File: config.mk
export PLATFORM = sky130hd
export DESIGN_NAME = gpio_cmd_bridge_flat
export DESIGN_NICKNAME = d
export VERILOG_FILES = /design/src/rtl/gpio_cmd_bridge_pkg.sv /design/src/rtl/gpio_cmd_bridge_if.sv /design/src/rtl/gpio_cmd_bridge_counter_snapshot.sv /design/src/rtl/gpio_cmd_bridge.sv /design/src/flat_wrapper.sv
export SDC_FILE = /design/constraint.sdc
export NUM_CORES = 1
export LEC_CHECK = 0
export BUFFER_PORTS_ARGS = -buffer_cell sky130_fd_sc_hd__buf_2
export CAP_MARGIN = 25
export CELL_PAD_IN_SITES_DETAIL_PLACEMENT = 1
export CELL_PAD_IN_SITES_GLOBAL_PLACEMENT = 2
export CORE_MARGIN = 2
export CORE_UTILIZATION = 37
export DETAILED_ROUTE_END_ITERATION = 16
export PLACE_DENSITY = 0.79
export SETUP_SLACK_MARGIN = 0.05
export SLEW_MARGIN = 10
export SYNTH_ARGS = -nofsm -noshare
export SYNTH_HDL_FRONTEND = slang
export SYNTH_HIERARCHICAL = 1
export SYNTH_SLANG_ARGS = --single-unit
File: constraint.sdc
create_clock -name clock -period 9.6 [get_ports clock]
set_clock_uncertainty 0.15 [all_clocks]
set_input_delay 0.48 -clock clock [delete_from_list [all_inputs] [get_ports clock]]
set_output_delay 0.48 -clock clock [all_outputs]
set_load 0.02 [all_outputs]
File: src/rtl/gpio_cmd_bridge_pkg.sv
// Shared widths, opcodes, command-word field positions, FSM states and STATUS layout
// for the GPIO command bridge.
package gpio_cmd_bridge_pkg;

   localparam int NB_GPIO    = 32;
   localparam int NB_COUNTER = 64;
   localparam int NB_SW      = 4;
   localparam int NB_LED     = 4;
   localparam int RST_CYCLES = 16;
   localparam int RST_CNT_W  = $clog2(RST_CYCLES);

   localparam int OPC_MSB    = 31;
   localparam int OPC_LSB    = 24;
   localparam int STROBE_BIT = 23;

   localparam logic [7:0] OP_RESET      = 8'h01;
   localparam logic [7:0] OP_SET_SW     = 8'h02;
   localparam logic [7:0] OP_SNAPSHOT   = 8'h03;
   localparam logic [7:0] OP_READ_WORD  = 8'h04;
   localparam logic [7:0] OP_STATUS     = 8'h05;
   localparam logic [7:0] OP_CLR_STATUS = 8'h06;

   typedef enum logic [1:0] {
      ST_IDLE,
      ST_EXEC,
      ST_RST_HOLD,
      ST_RESP
   } state_t;

   typedef struct packed {
      logic [7:0]        last_op;
      logic [7:0]        cmd_cnt;
      logic              overrun;
      logic              bad_op;
      logic [9:0]        rsvd;
      logic [NB_LED-1:0] led;
   } status_t;

endpackage

File: src/rtl/gpio_cmd_bridge_if.sv
// MicroBlaze GPIO channel pair: command word in, response word and toggle ack out.
// Signal directions are named from the bridge's point of view.
interface gpio_cmd_bridge_if #(parameter int NB_GPIO = 32);
   logic [NB_GPIO-1:0] i_gpio_data;
   logic [NB_GPIO-1:0] o_gpio_data;
   logic               o_gpio_ack;

   modport master (output i_gpio_data, input o_gpio_data, input o_gpio_ack);
   modport slave  (input i_gpio_data, output o_gpio_data, output o_gpio_ack);
endinterface

File: src/rtl/gpio_cmd_bridge_counter_snapshot.sv
// Four counter capture registers loaded together on one enable; 3-bit select returns
// one 32-bit half of one captured counter, combinationally from the registers.
module gpio_cmd_bridge_counter_snapshot
   import gpio_cmd_bridge_pkg::*;
(
   input  logic                  clock,
   input  logic                  i_reset,
   input  logic                  i_capture,
   input  logic [NB_COUNTER-1:0] i_error_i,
   input  logic [NB_COUNTER-1:0] i_error_q,
   input  logic [NB_COUNTER-1:0] i_bits_i,
   input  logic [NB_COUNTER-1:0] i_bits_q,
   input  logic [2:0]            i_sel,
   output logic [NB_GPIO-1:0]    o_word
);

   logic [NB_COUNTER-1:0] r_snap [4];
   logic [NB_COUNTER-1:0] w_cnt;

   always_ff @(posedge clock) begin
      if (!i_reset) begin
         for (int k = 0; k < 4; k++) r_snap[k] <= '0;
      end else if (i_capture) begin
         r_snap[0] <= i_error_i;
         r_snap[1] <= i_error_q;
         r_snap[2] <= i_bits_i;
         r_snap[3] <= i_bits_q;
      end
   end

   assign w_cnt  = r_snap[i_sel[2:1]];
   assign o_word = i_sel[0] ? w_cnt[2*NB_GPIO-1:NB_GPIO] : w_cnt[NB_GPIO-1:0];

endmodule

File: src/rtl/gpio_cmd_bridge.sv
// Decodes strobed GPIO command words into datapath reset/switch controls and returns
// snapshot/status words; response and ack toggle land 2 clocks after the strobe edge (RESET: +18).
module gpio_cmd_bridge
   import gpio_cmd_bridge_pkg::*;
(
   input  logic                  clock,
   input  logic                  i_reset,
   gpio_cmd_bridge_if.slave      gpio,
   output logic                  o_tx_reset,
   output logic [NB_SW-1:0]      o_sw,
   input  logic [NB_LED-1:0]     i_led,
   input  logic [NB_COUNTER-1:0] i_error_i,
   input  logic [NB_COUNTER-1:0] i_error_q,
   input  logic [NB_COUNTER-1:0] i_bits_i,
   input  logic [NB_COUNTER-1:0] i_bits_q
);

   state_t                r_state;
   logic [NB_GPIO-1:0]    r_cmd;
   logic                  r_strb_d;
   logic [7:0]            r_op;
   logic [NB_SW-1:0]      r_arg;
   logic [RST_CNT_W-1:0]  r_rst_cnt;
   logic [NB_GPIO-1:0]    r_rsp;
   logic [NB_GPIO-1:0]    r_gpio_data;
   logic                  r_ack;
   logic [NB_SW-1:0]      r_sw;
   logic                  r_tx_reset;
   logic [7:0]            r_last_op;
   logic [7:0]            r_cmd_cnt;
   logic                  r_overrun;
   logic                  r_bad_op;

   logic                  w_edge;
   logic                  w_capture;
   logic [NB_GPIO-1:0]    w_snap_word;
   status_t               w_status;

   assign w_edge    = r_cmd[STROBE_BIT] & ~r_strb_d;
   assign w_capture = (r_state == ST_EXEC) && (r_op == OP_SNAPSHOT);

   always_comb begin
      w_status         = '0;
      w_status.last_op = r_last_op;
      w_status.cmd_cnt = r_cmd_cnt;
      w_status.overrun = r_overrun;
      w_status.bad_op  = r_bad_op;
      w_status.led     = i_led;
   end

   gpio_cmd_bridge_counter_snapshot u_snapshot (
      .clock     (clock),
      .i_reset   (i_reset),
      .i_capture (w_capture),
      .i_error_i (i_error_i),
      .i_error_q (i_error_q),
      .i_bits_i  (i_bits_i),
      .i_bits_q  (i_bits_q),
      .i_sel     (r_arg[2:0]),
      .o_word    (w_snap_word)
   );

   always_ff @(posedge clock) begin
      if (!i_reset) begin
         r_state     <= ST_IDLE;
         r_cmd       <= '0;
         r_strb_d    <= 1'b0;
         r_op        <= '0;
         r_arg       <= '0;
         r_rst_cnt   <= '0;
         r_rsp       <= '0;
         r_gpio_data <= '0;
         r_ack       <= 1'b0;
         r_sw        <= '0;
         r_tx_reset  <= 1'b0;
         r_last_op   <= '0;
         r_cmd_cnt   <= '0;
         r_overrun   <= 1'b0;
         r_bad_op    <= 1'b0;
      end else begin
         r_cmd    <= gpio.i_gpio_data;
         r_strb_d <= r_cmd[STROBE_BIT];
         case (r_state)
            ST_IDLE: begin
               r_tx_reset <= 1'b1;
               if (w_edge) begin
                  r_op    <= r_cmd[OPC_MSB:OPC_LSB];
                  r_arg   <= r_cmd[NB_SW-1:0];
                  r_state <= ST_EXEC;
               end
            end
            ST_EXEC: begin
               r_last_op <= r_op;
               r_rsp     <= '0;
               r_state   <= ST_RESP;
               case (r_op)
                  OP_RESET: begin
                     r_tx_reset <= 1'b0;
                     r_rst_cnt  <= RST_CNT_W'(RST_CYCLES - 1);
                     r_state    <= ST_RST_HOLD;
                  end
                  OP_SET_SW: begin
                     r_sw  <= r_arg;
                     r_rsp <= NB_GPIO'(r_arg);
                  end
                  OP_SNAPSHOT:  r_rsp <= '0;
                  OP_READ_WORD: r_rsp <= w_snap_word;
                  // STATUS reports the state left by earlier commands, not this one
                  OP_STATUS:    r_rsp <= w_status;
                  OP_CLR_STATUS: begin
                     r_overrun <= 1'b0;
                     r_bad_op  <= 1'b0;
                     r_cmd_cnt <= '0;
                     r_last_op <= '0;
                  end
                  default: begin
                     r_bad_op <= 1'b1;
                     r_rsp    <= '1;
                  end
               endcase
            end
            ST_RST_HOLD: begin
               if (r_rst_cnt == '0) begin
                  r_tx_reset <= 1'b1;
                  r_state    <= ST_RESP;
               end else begin
                  r_rst_cnt <= r_rst_cnt - 1'b1;
               end
            end
            ST_RESP: begin
               r_gpio_data <= r_rsp;
               r_ack       <= ~r_ack;
               if (r_op != OP_CLR_STATUS) r_cmd_cnt <= r_cmd_cnt + 8'd1;
               r_state     <= ST_IDLE;
            end
            default: r_state <= ST_IDLE;
         endcase
         // A strobe edge while busy is dropped; flag it after any clear in the same cycle
         if (w_edge && (r_state != ST_IDLE)) r_overrun <= 1'b1;
      end
   end

   assign gpio.o_gpio_data = r_gpio_data;
   assign gpio.o_gpio_ack  = r_ack;
   assign o_sw             = r_sw;
   assign o_tx_reset       = r_tx_reset;

endmodule

File: src/flat_wrapper.sv
// flat-port wrapper written by rule: the top's interface ports become plain ports
module gpio_cmd_bridge_flat import gpio_cmd_bridge_pkg::*;
  (clock, i_reset, o_tx_reset, o_sw, i_led, i_error_i, i_error_q, i_bits_i, i_bits_q, gpio_i_gpio_data, gpio_o_gpio_data, gpio_o_gpio_ack);
  gpio_cmd_bridge_if gpio_i ();
  input  logic clock;
  input  logic i_reset;
  output logic o_tx_reset;
  output logic [NB_SW-1:0] o_sw;
  input  logic [NB_LED-1:0] i_led;
  input  logic [NB_COUNTER-1:0] i_error_i;
  input  logic [NB_COUNTER-1:0] i_error_q;
  input  logic [NB_COUNTER-1:0] i_bits_i;
  input  logic [NB_COUNTER-1:0] i_bits_q;
  input wire logic [$bits(gpio_i.i_gpio_data)-1:0] gpio_i_gpio_data;
  output wire logic [$bits(gpio_i.o_gpio_data)-1:0] gpio_o_gpio_data;
  output wire logic [$bits(gpio_i.o_gpio_ack)-1:0] gpio_o_gpio_ack;
  assign gpio_i.i_gpio_data = gpio_i_gpio_data;
  assign gpio_o_gpio_data = gpio_i.o_gpio_data;
  assign gpio_o_gpio_ack = gpio_i.o_gpio_ack;
  gpio_cmd_bridge u_core (.clock(clock), .i_reset(i_reset), .gpio(gpio_i), .o_tx_reset(o_tx_reset), .o_sw(o_sw), .i_led(i_led), .i_error_i(i_error_i), .i_error_q(i_error_q), .i_bits_i(i_bits_i), .i_bits_q(i_bits_q));
endmodule
==> impl_results.md <==
- Status: completed
- Clock Sink Count: ~380
- Last weighted congestion value of the routability-driven placer: around 0.77
- Fin. max-slew vios: 0
- Syn_nets: 1514
- Core area: approximately 0.044 mm2
- ANT nets after route: 0
- Final hold violation count: 0
- Final WS setup: approximately 4.6 ns
- Largest area contributor in the netlist: edfxtp_1
- FP Rows: 77
- TritonCTS Buffers: 44
- Yosys warnings: 6
- Max VDD drop: about 0.00015 V
- DP Wirelength: 30000 um
- Setup Buffers After CTS: 0
- Synth Area in XOR/XNOR: 0.00372
- FFs w/ async S/R, synth: 0
- Initial DRT Pass Iterations: 5
- Simple-Gate Fraction of Synth Area: 0.158
- Vias in the first global route: ~12k
- DR vias: between 10k and 15k
- CP Capture Type: flop
- Hold WS: slightly above 0.06 ns
- Final setup violation count: 0
- Pre-CTS WS: 4.52 ns
- Layout Utilization: 0.455
- H-tree levels: 2
- Clock-pin slew on the worst setup and hold paths: roughly 0.07 ns
- EDFF count, synth: approximately 260
- Worst EP required: 9.64 ns
- Pleak: ~0.0085 uW
- Cell count after synthesis: 1214
- Proportion of synthesized area in mux cells: 0.145
- RSZ-0062 raised after global routing: no
- All-Layer GR Usage: 0.194
- Io pins: 332
- Top FF cell, synth: edfxtp_1
- Slew @ Worst Pin: between 1 and 1.5 ns
- Cell variety after synth: 49
- Clock Tree Root: clkbuf_16
- GRT overflow: 0
- Placed Area: 0.0184 mm2
- Fin Setup TNS: 0 ns
- HP Class: in -> reg
- Initial DRC Count: 700
- Global-route wire length before repair: 68500 um
- Worst r2r src: u_core/r_state[1]
- Largest family of logic cells by synthesized area: simple AND/OR/NAND/NOR gates
- Yosys top cell area share: 0.467
- Syn avg cell area: roughly 14 um2
- Fraction of the mapped netlist area in adder cells: 0.00456
- WP data arrival: roughly 5.1 ns
- Power density over the cells: 187 mW/mm2
- Layout cell share with drive strength beyond 1: 0.305
- Largest net degree at the start of global routing: around 210
- Crit path from: u_core/r_state[1]
- Peak Freq: a little under 200 MHz
- Post-synthesis sequential area ratio: 0.613
- Critical path peak fanout: around 210
- Avg Vias per Cell: around 5.1
- Die Area: 0.0462 mm2
- Design Area, Final: around 0.02 mm2
- Initial Util: 0.374
- Final worst path period need: 5.03 ns
- Worst-case clock buffer depth: 3
- Main area contributors after synthesis: edfxtp_1 (47%), dfxtp_1 (15%), and3_1 (9.9%)
- CTS tree: built
- Slew margin rel.: 0.225
- Die height: roughly 210 um
- Fill cells: ~4.6k
- Worst Path Class, Setup: reg -> reg
- Netlist Area Pre-Place: 0.0165 mm2
- WL per Instance: between 20 and 25 um
- P&R area growth vs syn: 21.7%
- Nets: about 1.8k
- Antenna violations before repair: 31
- Hold path startpoint: i_bits_q[41]
- IO Port Bufs: approximately 310
- Setup crit start kind: flop
- Worst skew pair latency: about 0.58 ns
- FF+latch count, synth: 376
- WL final: between 40000 and 50000 um
- Part of the cycle the worst path needs: 0.524
- Die Wd: 215 um
- Drt drc: 0
- Synth Area in Compound Gates: 0.0443
- Max-Cap Viols: 0
-- synth_stat cells, drive strengths merged, types with 2 or more instances --
library cell / number
a21boi: 13
a21oi: 23
a22o: 4
a22oi: 4
a31oi: 18
and2: 18
and3: 260
buf: 27
clkbuf: 84
dfxtp: 120
edfxtp: 256
ha: 6
inv: 7
mux2: 32
mux2i: 43
mux4: 64
nand2: 81
nand2b: 4
nand3: 3
nand3b: 2
nor2: 15
nor2b: 50
nor3: 8
nor3b: 2
o2111ai: 2
o21ai: 42
o221a: 3
o31a: 2
o31ai: 2
or3: 2
xor2: 6
-- sequential cells by signal, summed over array words and instances, names as in the netlist, 2 cells and up --
name / count
u_core/o_sw: 4
u_core/r_rst_cnt: 4
u_core/r_last_op: 8
u_core/r_rsp: 32
u_core/u_snapshot/r_snap: 256
u_core/r_state: 2
u_core/gpio.o_gpio_data: 32
u_core/r_arg: 4
u_core/r_op: 8
u_core/r_cmd_cnt: 8
u_core/r_cmd: 13
-- area by class of cell --
| class | instances | area (um2) | area share |
|---|---|---|---|
| Sequential cell | 376 | 10100 | 0.504 |
| Multi-Input combinational cell | 720 | 5870 | 0.293 |
| Timing Repair Buffer | 336 | 1820 | 0.0906 |
| Clock buffer | 55 | 1210 | 0.0606 |
| Tap cell | 592 | 741 | 0.0370 |
| Clock inverter | 25 | 230 | 0.0115 |
| Antenna cell | 15 | 37.5 | 0.00187 |
| Inverter | 7 | 26.3 | 0.00131 |
-- timing repair --
item | in CTS | in global routing
hold endpoints to repair | 13 | 0
hold buffers | 13 | 0
gates resized for setup | 0 | 0
-- worst max-delay path, cell delays in order (launching register included) --
cell,delay [ns]
dfxtp_1,0.36
inv_1,0.11
ha_2,0.84
inv_1,0.25
or3_1,0.60
nor2_4,0.15
buf_4,0.49
nand2b_4,0.70
buf_12,0.74
-- placed cells by master (no fill, tap or decap), types with 3 or more instances in the layout --
cell and count:
clkbuf_1 5, clkinv_2 9, nor3_1 6, diode_2 15, dfxtp_1 117, a31oi_1 18
edfxtp_1 256, nand3_1 3, nand2b_1 3, mux2i_1 43, ha_1 4, a22oi_1 4
bufinv_16 3, mux4_1 40, buf_4 9, mux4_2 24, o221a_2 3, xor2_1 6
nand2_1 81, a21boi_0 13, nor2b_1 50, and2_1 18, nor2_1 14, clkbuf_16 45
and3_1 260, a22o_1 4, inv_1 7, dlygate4sd3_1 13, mux2_2 32, clkinv_1 8
clkbuf_8 6, buf_2 311, o21ai_0 42, a21oi_1 23
-- power breakdown --
| group | internal [uW] | total [uW] | switching (uW) |
|---|---|---|---|
| clock | 983 | 1660 | 680 |
| sequential | 1790 | 1830 | 36.6 |
| combinational | 117 | 253 | 136 |
| total | 2890 | 3750 | 853 |
-- routing by layer --
metal,global-route usage,share of wire,up-vias
met5,0,0.0047,-
met4,0.0528,0.020,32
met3,0.0579,0.066,83
met2,0.315,0.46,271
met1,0.252,0.44,5362
li1,-,-,5167
-- per-stage QoR --
stage | power [uW] | std cells
after global placement | 2100 | 2017
after global routing | 3870 | 2117
after detailed placement | 2110 | 2018
after floorplan | 2010 | 1214
final | 3750 | 2126
after CTS | 3790 | 2111
-- kinds of logic after synthesis --
logic type	count (synthesis)
xor gates and xnor gates	7
DFF	376
and+or+nand+nor	450
adders and majority gates	6
AOI/OAI and AO/OA	118
buffers and inverters	118
muxes	139
-- final timing paths --
check                           cells after the start                               to  slack, ns
worst max register to register                      8   u_core/u_snapshot/r_snap[0][8]       4.57
worst min-delay path                                2  u_core/u_snapshot/r_snap[3][41]       0.06
worst min register to register                      2                   u_core/r_op[6]       0.30
worst max-delay path                                8   u_core/u_snapshot/r_snap[0][8]       4.57
Note: power is estimated with default switching activity, not from simulation.
